<file path="src/rtl/prueba1_ram_tester_pkg.sv">
// Shared types and encodings for the RAM tester master: FSM states, mode
// codes and the fixed byte-enable value.
package prueba1_ram_tester_pkg;

    typedef enum logic [2:0] {
        ST_IDLE,
        ST_WRITE,
        ST_READ_REQ,
        ST_READ_WAIT,
        ST_DONE
    } state_t;

    localparam logic [1:0] MODE_FILL        = 2'd0;
    localparam logic [1:0] MODE_FILL_VERIFY = 2'd1;
    localparam logic [1:0] MODE_VERIFY      = 2'd2;

    localparam logic [3:0] BE_ALL = 4'hF;

    // Modes 0 and 1 begin with a fill pass; 2 and the reserved 3 go straight to verify.
    function automatic logic mode_writes(input logic [1:0] m);
        return (m == MODE_FILL) || (m == MODE_FILL_VERIFY);
    endfunction

endpackage

</file>
<file path="src/rtl/prueba1_ram_tester_pattern.sv">
// Word index counter plus the address and expected-data generator for the
// RAM tester: word i lives at (base & ~3) + 4*i (wrapping) and holds seed + i.
module prueba1_ram_tester_pattern
    import prueba1_ram_tester_pkg::*;
#(
    parameter int ADDR_W = 12,
    parameter int CNT_W  = 11
) (
    input  logic              clk,
    input  logic              reset_n,
    input  logic              load,
    input  logic              rewind,
    input  logic              advance,
    input  logic [ADDR_W-1:0] base,
    input  logic [CNT_W-1:0]  count,
    input  logic [31:0]       seed,
    output logic [ADDR_W-1:0] addr,
    output logic [31:0]       data,
    output logic              last
);

    logic [ADDR_W-1:0] base_r;
    logic [CNT_W-1:0]  count_r;
    logic [31:0]       seed_r;
    logic [CNT_W-1:0]  idx;
    logic [ADDR_W-1:0] offset;

    // NOTE: registers use non-blocking assignments so every flop samples pre-edge values.
    always_ff @(posedge clk or negedge reset_n) begin
        if (!reset_n) begin
            base_r  <= '0;
            count_r <= '0;
            seed_r  <= '0;
            idx     <= '0;
        end else if (load) begin
            base_r  <= {base[ADDR_W-1:2], 2'b00};
            count_r <= count;
            seed_r  <= seed;
            idx     <= '0;
        end else if (rewind) begin
            idx <= '0;
        end else if (advance) begin
            idx <= idx + CNT_W'(1);
        end
    end

    // Truncating the byte offset to ADDR_W makes the address wrap at the top of the space.
    assign offset = ADDR_W'({idx, 2'b00});
    assign addr   = base_r + offset;
    assign data   = seed_r + 32'(idx);
    assign last   = (idx == count_r - CNT_W'(1));

endmodule

</file>
<file path="src/rtl/prueba1_ram_tester.sv">
// Avalon-MM master that fills a RAM word range with seed+i, verifies it, or
// both, and reports pass/fail, abort and the first failing address/data.
module prueba1_ram_tester
    import prueba1_ram_tester_pkg::*;
#(
    parameter int ADDR_W = 12,
    parameter int CNT_W  = 11
) (
    input  logic              clk,
    input  logic              reset_n,
    input  logic              start,
    input  logic [1:0]        mode,
    input  logic [ADDR_W-1:0] base,
    input  logic [CNT_W-1:0]  count,
    input  logic [31:0]       seed,
    input  logic              abort,
    output logic              busy,
    output logic              done,
    output logic              error,
    output logic              aborted,
    output logic [ADDR_W-1:0] err_addr,
    output logic [31:0]       err_data,
    output logic [ADDR_W-1:0] avm_address,
    output logic              avm_read,
    output logic              avm_write,
    output logic [3:0]        avm_byteenable,
    output logic [31:0]       avm_writedata,
    input  logic              avm_waitrequest,
    input  logic [31:0]       avm_readdata,
    input  logic              avm_readdatavalid
);

    state_t            state, state_nxt;
    logic [1:0]        mode_r;
    logic              pat_load, pat_rewind, pat_advance;
    logic              set_err, set_abort;
    logic [ADDR_W-1:0] pat_addr;
    logic [31:0]       pat_data;
    logic              pat_last;

    prueba1_ram_tester_pattern #(
        .ADDR_W (ADDR_W),
        .CNT_W  (CNT_W)
    ) u_pattern (
        .clk     (clk),
        .reset_n (reset_n),
        .load    (pat_load),
        .rewind  (pat_rewind),
        .advance (pat_advance),
        .base    (base),
        .count   (count),
        .seed    (seed),
        .addr    (pat_addr),
        .data    (pat_data),
        .last    (pat_last)
    );

    always_ff @(posedge clk or negedge reset_n) begin
        if (!reset_n) state <= ST_IDLE;
        else          state <= state_nxt;
    end

    // Requests are only ever left on a bus accept; abort is honoured at transfer boundaries.
    always_comb begin
        // NOTE: every signal gets a default first so no path leaves it unassigned (no latches).
        state_nxt   = state;
        pat_load    = 1'b0;
        pat_rewind  = 1'b0;
        pat_advance = 1'b0;
        set_err     = 1'b0;
        set_abort   = 1'b0;
        case (state)
            ST_IDLE: begin
                if (start) begin
                    pat_load = 1'b1;
                    if (count == '0)            state_nxt = ST_DONE;
                    else if (mode_writes(mode)) state_nxt = ST_WRITE;
                    else                        state_nxt = ST_READ_REQ;
                end
            end
            ST_WRITE: begin
                if (!avm_waitrequest) begin
                    if (pat_last && mode_r != MODE_FILL_VERIFY) begin
                        state_nxt = ST_DONE;
                    end else if (abort) begin
                        set_abort = 1'b1;
                        state_nxt = ST_DONE;
                    end else if (pat_last) begin
                        pat_rewind = 1'b1;
                        state_nxt  = ST_READ_REQ;
                    end else begin
                        pat_advance = 1'b1;
                    end
                end
            end
            ST_READ_REQ: begin
                if (!avm_waitrequest) state_nxt = ST_READ_WAIT;
            end
            ST_READ_WAIT: begin
                if (avm_readdatavalid) begin
                    if (avm_readdata != pat_data) begin
                        set_err   = 1'b1;
                        state_nxt = ST_DONE;
                    end else if (pat_last) begin
                        state_nxt = ST_DONE;
                    end else if (abort) begin
                        set_abort = 1'b1;
                        state_nxt = ST_DONE;
                    end else begin
                        pat_advance = 1'b1;
                        state_nxt   = ST_READ_REQ;
                    end
                end
            end
            ST_DONE: state_nxt = ST_IDLE;
            default: state_nxt = ST_IDLE;
        endcase
    end

    always_comb begin
        busy           = (state == ST_WRITE) || (state == ST_READ_REQ) || (state == ST_READ_WAIT);
        done           = (state == ST_DONE);
        avm_write      = (state == ST_WRITE);
        avm_read       = (state == ST_READ_REQ);
        avm_byteenable = (avm_write || avm_read) ? BE_ALL : 4'h0;
        avm_address    = (avm_write || avm_read) ? pat_addr : '0;
        avm_writedata  = avm_write ? pat_data : '0;
    end

    // Status is cleared by an accepted start and otherwise only ever set.
    always_ff @(posedge clk or negedge reset_n) begin
        if (!reset_n) begin
            mode_r   <= MODE_FILL;
            error    <= 1'b0;
            aborted  <= 1'b0;
            err_addr <= '0;
            err_data <= '0;
        end else if (pat_load) begin
            mode_r   <= (mode == 2'd3) ? MODE_VERIFY : mode;
            error    <= 1'b0;
            aborted  <= 1'b0;
            err_addr <= '0;
            err_data <= '0;
        end else begin
            if (set_err) begin
                error    <= 1'b1;
                err_addr <= pat_addr;
                err_data <= avm_readdata;
            end
            if (set_abort) aborted <= 1'b1;
        end
    end

endmodule

</file>
<file path="config.mk">
export PLATFORM = sky130hd
export DESIGN_NAME = prueba1_ram_tester
export DESIGN_NICKNAME = d
export VERILOG_FILES = /design/src/rtl/prueba1_ram_tester_pkg.sv /design/src/rtl/prueba1_ram_tester_pattern.sv /design/src/rtl/prueba1_ram_tester.sv
export SDC_FILE = /design/constraint.sdc
export NUM_CORES = 1
export LEC_CHECK = 0
export ABC_CLOCK_PERIOD_IN_PS = 5900
export CORE_ASPECT_RATIO = 0.5
export CORE_MARGIN = 2
export CORE_UTILIZATION = 50
export DETAILED_ROUTE_END_ITERATION = 10
export GPL_TIMING_DRIVEN = 1
export PLACE_DENSITY_LB_ADDON = 0.2
export SLEW_MARGIN = 20
export SYNTH_ARGS = -nofsm -noshare
export SYNTH_HDL_FRONTEND = slang
export SYNTH_SLANG_ARGS = --single-unit
</file>
<file path="constraint.sdc">
create_clock -name clk -period 5.9 [get_ports clk]
set_clock_uncertainty 0.15 [all_clocks]
set_input_delay 0.59 -clock clk [delete_from_list [all_inputs] [get_ports clk]]
set_output_delay 0.59 -clock clk [all_outputs]
set_load 0.05 [all_outputs]
</file>
After elaboration in Yosys (flattened, before gate mapping) --
Index checks and enable logic that the tools add are counted. W data, S select, Z words.
Storage, ports and cells: register bits 115, bits of input ports 95, output and inout bits 98, logic and storage cells 93
Operators by class: add/subtract/negate cells 4, equal/unequal tests 14, muxes and demuxes 54, reductions and logical operators 11
Operator list (count):
- $mux W32 | 3
- $mux W12 | 3
- $mux W11 | 3
- $mux W3 | 11
- $add A32 B11 Y32 | 1
- $ne A32 B32 Y1 | 1
- $mux W1 | 28
- $add A12 B12 Y12 | 1
- $pmux W3 S4 | 1
- $add A11 B1 Y11 const B | 1
- $eq A11 B11 Y1 | 1
- $logic_not A11 Y1 | 1
- $sub A11 B1 Y11 const B | 1
- $ne A2 B2 Y1 const B | 4
- $eq A3 B2 Y1 const B | 2
- $reduce_and A5 Y1 | 1
- $mux W2 | 2
- $mux W4 | 1
- $ne A4 B2 Y1 const B | 1
- $pmux W1 S2 | 2
- $reduce_bool A2 Y1 | 2
- $eq A3 B1 Y1 const B | 1
- $eq A3 B3 Y1 const B | 1
- $logic_not A3 Y1 | 1
- 7 further kinds | 9

Longest topological paths before layout --
Gate-level depths: netlist of run 1.
depth in word-level cells 10, depth in mapped cells 16

Modules after synthesis --
A second synthesis of run 1 with hierarchy kept.
Unflattened totals: cell total of the unflattened synthesis 772, area, all modules 7364.6 µm²
By module, submodules not included:
- prueba1_ram_tester_pattern | instances 1, cells each 422, area each 4200.3 µm²
- prueba1_ram_tester | instances 1, cells each 350, area each 3164.3 µm²

Worst setup path after synthesis of run 1 --
No wires, ideal clock.
path type register to register, start register u_pattern.idx[0], end register u_pattern.idx[9], data arrival time 3.985 ns, setup slack 1.638 ns, stages on the path, launching flop included 15, period minus slack after synthesis 4.262 ns, path through dfrtp_1 > ha_1 > inv_1 > fa_1 > nand2b_1 > a21oi_1 > o311ai_4 > a211o_1 > xnor2_1 > o221ai_1 > or4_1 > or4_4 > a21boi_4 > nand4_1 > mux2_1
On the way: longest elaborated chain between the ends 8, elaborated cells on any way between the ends 22, those cells by class add/sub: 2; eq/ne: 2; mux: 16; reduce/logical: 2
Ends and longest elaborated chain:
- start, declared | RTL line prueba1_ram_tester_pattern.sv:25 | logic [CNT_W-1:0] idx;
- start signal, assigned | RTL line prueba1_ram_tester_pattern.sv:43 | idx <= idx + CNT_W'(1);
- parallel branches: the longest is 8 deep, another holds $add A32 B11 Y32
Parallel ways; which one is timed is not known. The select of a mux whose other input is x is not followed. A chain may end at the register's enable or synchronous reset.

Worst setup path in the final report of run 1 --
Same ends and word-level chain as after synthesis.

==> reports/qor.csv, run 1 <==
metric,value,unit
status,"finished, final reports clean",
core,15330,sq um
die_w,180.8,um
hold_slack,160.1,ps
syn_area,7816,sq um
cellPowerDensity,574.3,nW/um^2
syn_inst,959,
numCtsBuffers,17,
clock_latency,420,ps
fin_area,10310,sq um
ys_warn_count,0,
cp_slowest_cell,nor4bb_1,
setup_viol_count_final,0,
grt_overflow,0,
cts_tree,done,
post_cts_resized,0,
cts-root-buf,clkbuf_16,
muxShareOfSynthArea,0.006563,
syn_to_final_growth,31.94,%
cp_top_family,simple AND/OR/NAND/NOR gates,
min_period,5039,ps
viasPerCell,5.603,
antenna_found_initial,0,
worstSetupStartpointType,flop,
firstDrtPassIters,5,
rows,32,
worst_slew_pin_slew,935.5,ps
hold_class,in -> async,
start_util,0.5097,
io_pins,193,
nFillCells,1341,
die_h,92.41,um
rsz0062_at_grt,no,
async_flop_share,1.000,
cp-end-kind,flop,
p_total,5922,uW
worstPathMaxFanout,14,
synth_fa_ha_area_frac,0.04034,
port_buffers,186,
clock-sinks,113,
fmax,0.1984,GHz
ys.flop_type,dfrtp_1,
drv_slew,0,
nets,1236,
die_area,16710,sq um
max_stage_delay,630,ps
grt_pass1_wl,38650,um
ys_seq_area_frac,0.3618,
grtUsageTotal,0.2946,
cts_buffer_depth,2,
ys_ff_latch,113,
grt_pass1_vias,7087,
route.detailed.drc,0,
postCtsSetupRepairBufs,0,
critPathRequiredTime,6050,ps
maxSlewHeadroom,0.3763,
cts-hold-fix-buffers,0,
ir_drop,501.1,uV
leakagePower,0.004607,uW
htree_levels,4,
cp_num_buf_inv,1,
grt_max_degree,73,
min_period_over_period,0.8541,
place_congestion,0.8916,
synth_simple_gate_area_share,0.2441,
synth_top_family_by_area,simple AND/OR/NAND/NOR gates,
path_common_cell,or4_1,
drtIter0Drc,651,
drive_above_1_share,0.05752,
synth_xor_xnor_area_share,0.1129,
hpwl,18150,um
wire_per_inst,18.01,um
crit_type,reg -> reg,
placed_area,9728,sq um
postRouteAntennaNets,0,
vias,7474,
maxCapViolations,0,
antenna_cells,0,
timing.setup.tns,0,ps
ys_types,78,
wirelength,24030,um
arrival,5190,ps
synth-compound-area-share,0.1676,
clkTransAtPathRegs,60,ps
hold_viol,0,
synth_edf_count,0,
crit_path_cell_trace,ha_1 > inv_1 > fa_1 > nor2b_1 > o2111ai_1 > nor4bb_1 > or4_1 > o311a_1 > o21ai_0 > or4_1 > or4_4 > a21boi_4 > nand4_1 > mux2_1,
avgSynthCellArea,8.150,sq um
metal layers:
metal / GRT usage / part of all wire / routed length (um)
met1: 0.4223 / 0.47 / 11270
met2: 0.4591 / 0.45 / 10790
met3: 0.06488 / 0.072 / 1734
met4: 0.06317 / 0.0095 / 229
met5: 0 / 0 / 0
Yosys cell counts (7+ instances only):
cell type	n	area [sq um]
a2111oi_0	7	61.31
a211oi_1	11	82.58
a21o_1	11	82.58
a21oi_1	31	155.2
and2_1	7	43.79
and3_1	7	43.79
buf_2	12	60.06
buf_4	14	105.1
clkbuf_1	30	112.6
dfrtp_1	113	2828
ha_1	22	275.3
inv_1	61	229.0
nand2_1	173	649.4
nand2b_1	9	56.30
nand3_1	68	340.3
nand4_1	8	50.05
nor2_1	85	319.1
nor3_1	16	80.08
nor4_1	9	56.30
o21ai_0	74	370.4
xnor2_1	57	499.2
xnor3_1	10	225.2
xor2_1	18	157.7
cells by family (layout without fill, tap and decap cells):
| logic type | count (synthesis) | count (layout) |
|---|---|---|
| muxes | 5 | 5 |
| adders and majority gates | 24 | 24 |
| AOI/OAI and AO/OA | 195 | 195 |
| DFF | 113 | 113 |
| xor gates and xnor gates | 85 | 85 |
| and+or+nand+nor | 416 | 416 |
| other | 1 | 4 |
| buffers and inverters | 120 | 288 |
where the power goes:
| group | total (uW) | switching (uW) | internal [uW] |
|---|---|---|---|
| registers | 1430 | 344 | 1090 |
| clock network | 1040 | 400 | 636 |
| logic | 3450 | 2240 | 1210 |
sequential cells by signal (all words and copies together) (netlist names):
name               flops
err_data              32
state                  3
u_pattern.idx         11
u_pattern.seed_r      32
error                  1
err_addr              10
mode_r                 2
u_pattern.count_r     11
u_pattern.base_r      10
aborted                1
final timing paths:
| check | startpoint | endpoint | slack (ps) | cells past startpoint |
|---|---|---|---|---|
| setup / recovery | u_pattern.idx[0]$_DFFE_PN0P_ | u_pattern.idx[9]$_DFFE_PN0P_ | 860 | 14 |
| hold / removal | reset_n | err_addr[9]$_DFFE_PN0P_ | 160 | 1 |
| setup reg to reg | u_pattern.idx[0]$_DFFE_PN0P_ | u_pattern.idx[9]$_DFFE_PN0P_ | 860 | 14 |
| hold reg to reg | mode_r[1]$_DFFE_PN0P_ | mode_r[1]$_DFFE_PN0P_ | 330 | 2 |
| max in group asynchronous | reset_n | u_pattern.seed_r[19]$_DFFE_PN0P_ | 4270 | 2 |
| min in group clk | mode_r[1]$_DFFE_PN0P_ | mode_r[1]$_DFFE_PN0P_ | 330 | 2 |
placed cells by master (no fill, tap or decap), drive strengths merged, types with 11 or more instances in the layout:
cell / netlist / final
ha: 22 / 22
xor2: 18 / 18
a21oi: 33 / 33
inv: 62 / 63
nor2: 86 / 86
nand2: 175 / 175
clkbuf: 30 / 21
xnor2: 57 / 57
clkdlybuf4s50: 0 / 185
nor3: 16 / 16
nand3: 69 / 69
o21ai: 76 / 76
a21o: 11 / 11
dfrtp: 113 / 113
a211oi: 13 / 13
through the flow:
stage,cells,setup WS (ps),util
2_1_floorplan,962,1638,-
3_3_place_gp,1302,1031,0.6344
3_5_place_dp,1302,927.9,0.6344
4_1_cts,1334,920.3,0.6724
5_1_grt,1334,592.6,0.6725
6_report,1334,860.9,0.6725
cell type report:
class / count / area [sq um] / share of cell area
well taps: 204 / 255.2 / 0.02475
clock inverters: 11 / 132.6 / 0.01286
inverters: 63 / 236.5 / 0.02293
multi-input cells: 729 / 4498 / 0.4362
repair buffers: 193 / 1912 / 0.1854
flip-flops and latches: 113 / 2828 / 0.2742
clock buffers: 21 / 450.4 / 0.04368
Note: power is estimated with default switching activity, not from simulation.
==> run 2, diff against run 1 <==
--- a/config.mk
+++ b/config.mk
@@ -11,6 +11,7 @@
 export CORE_UTILIZATION = 50
 export DETAILED_ROUTE_END_ITERATION = 10
 export GPL_TIMING_DRIVEN = 1
+export HOLD_SLACK_MARGIN = 0.06
 export PLACE_DENSITY_LB_ADDON = 0.2
 export SLEW_MARGIN = 20
 export SYNTH_ARGS = -nofsm -noshare
==> results of run 2 <==
Same layout as run 1: the final DEF is identical, and so are final timing and power.
==> run 3, diff against run 2 <==
--- a/config.mk
+++ b/config.mk
@@ -13,6 +13,7 @@
 export GPL_TIMING_DRIVEN = 1
 export HOLD_SLACK_MARGIN = 0.06
 export PLACE_DENSITY_LB_ADDON = 0.2
+export SKIP_CTS_REPAIR_TIMING = 1
 export SLEW_MARGIN = 20
 export SYNTH_ARGS = -nofsm -noshare
 export SYNTH_HDL_FRONTEND = slang
==> results of run 3 <==
Same layout as run 1: the final DEF is identical, and so are final timing and power.
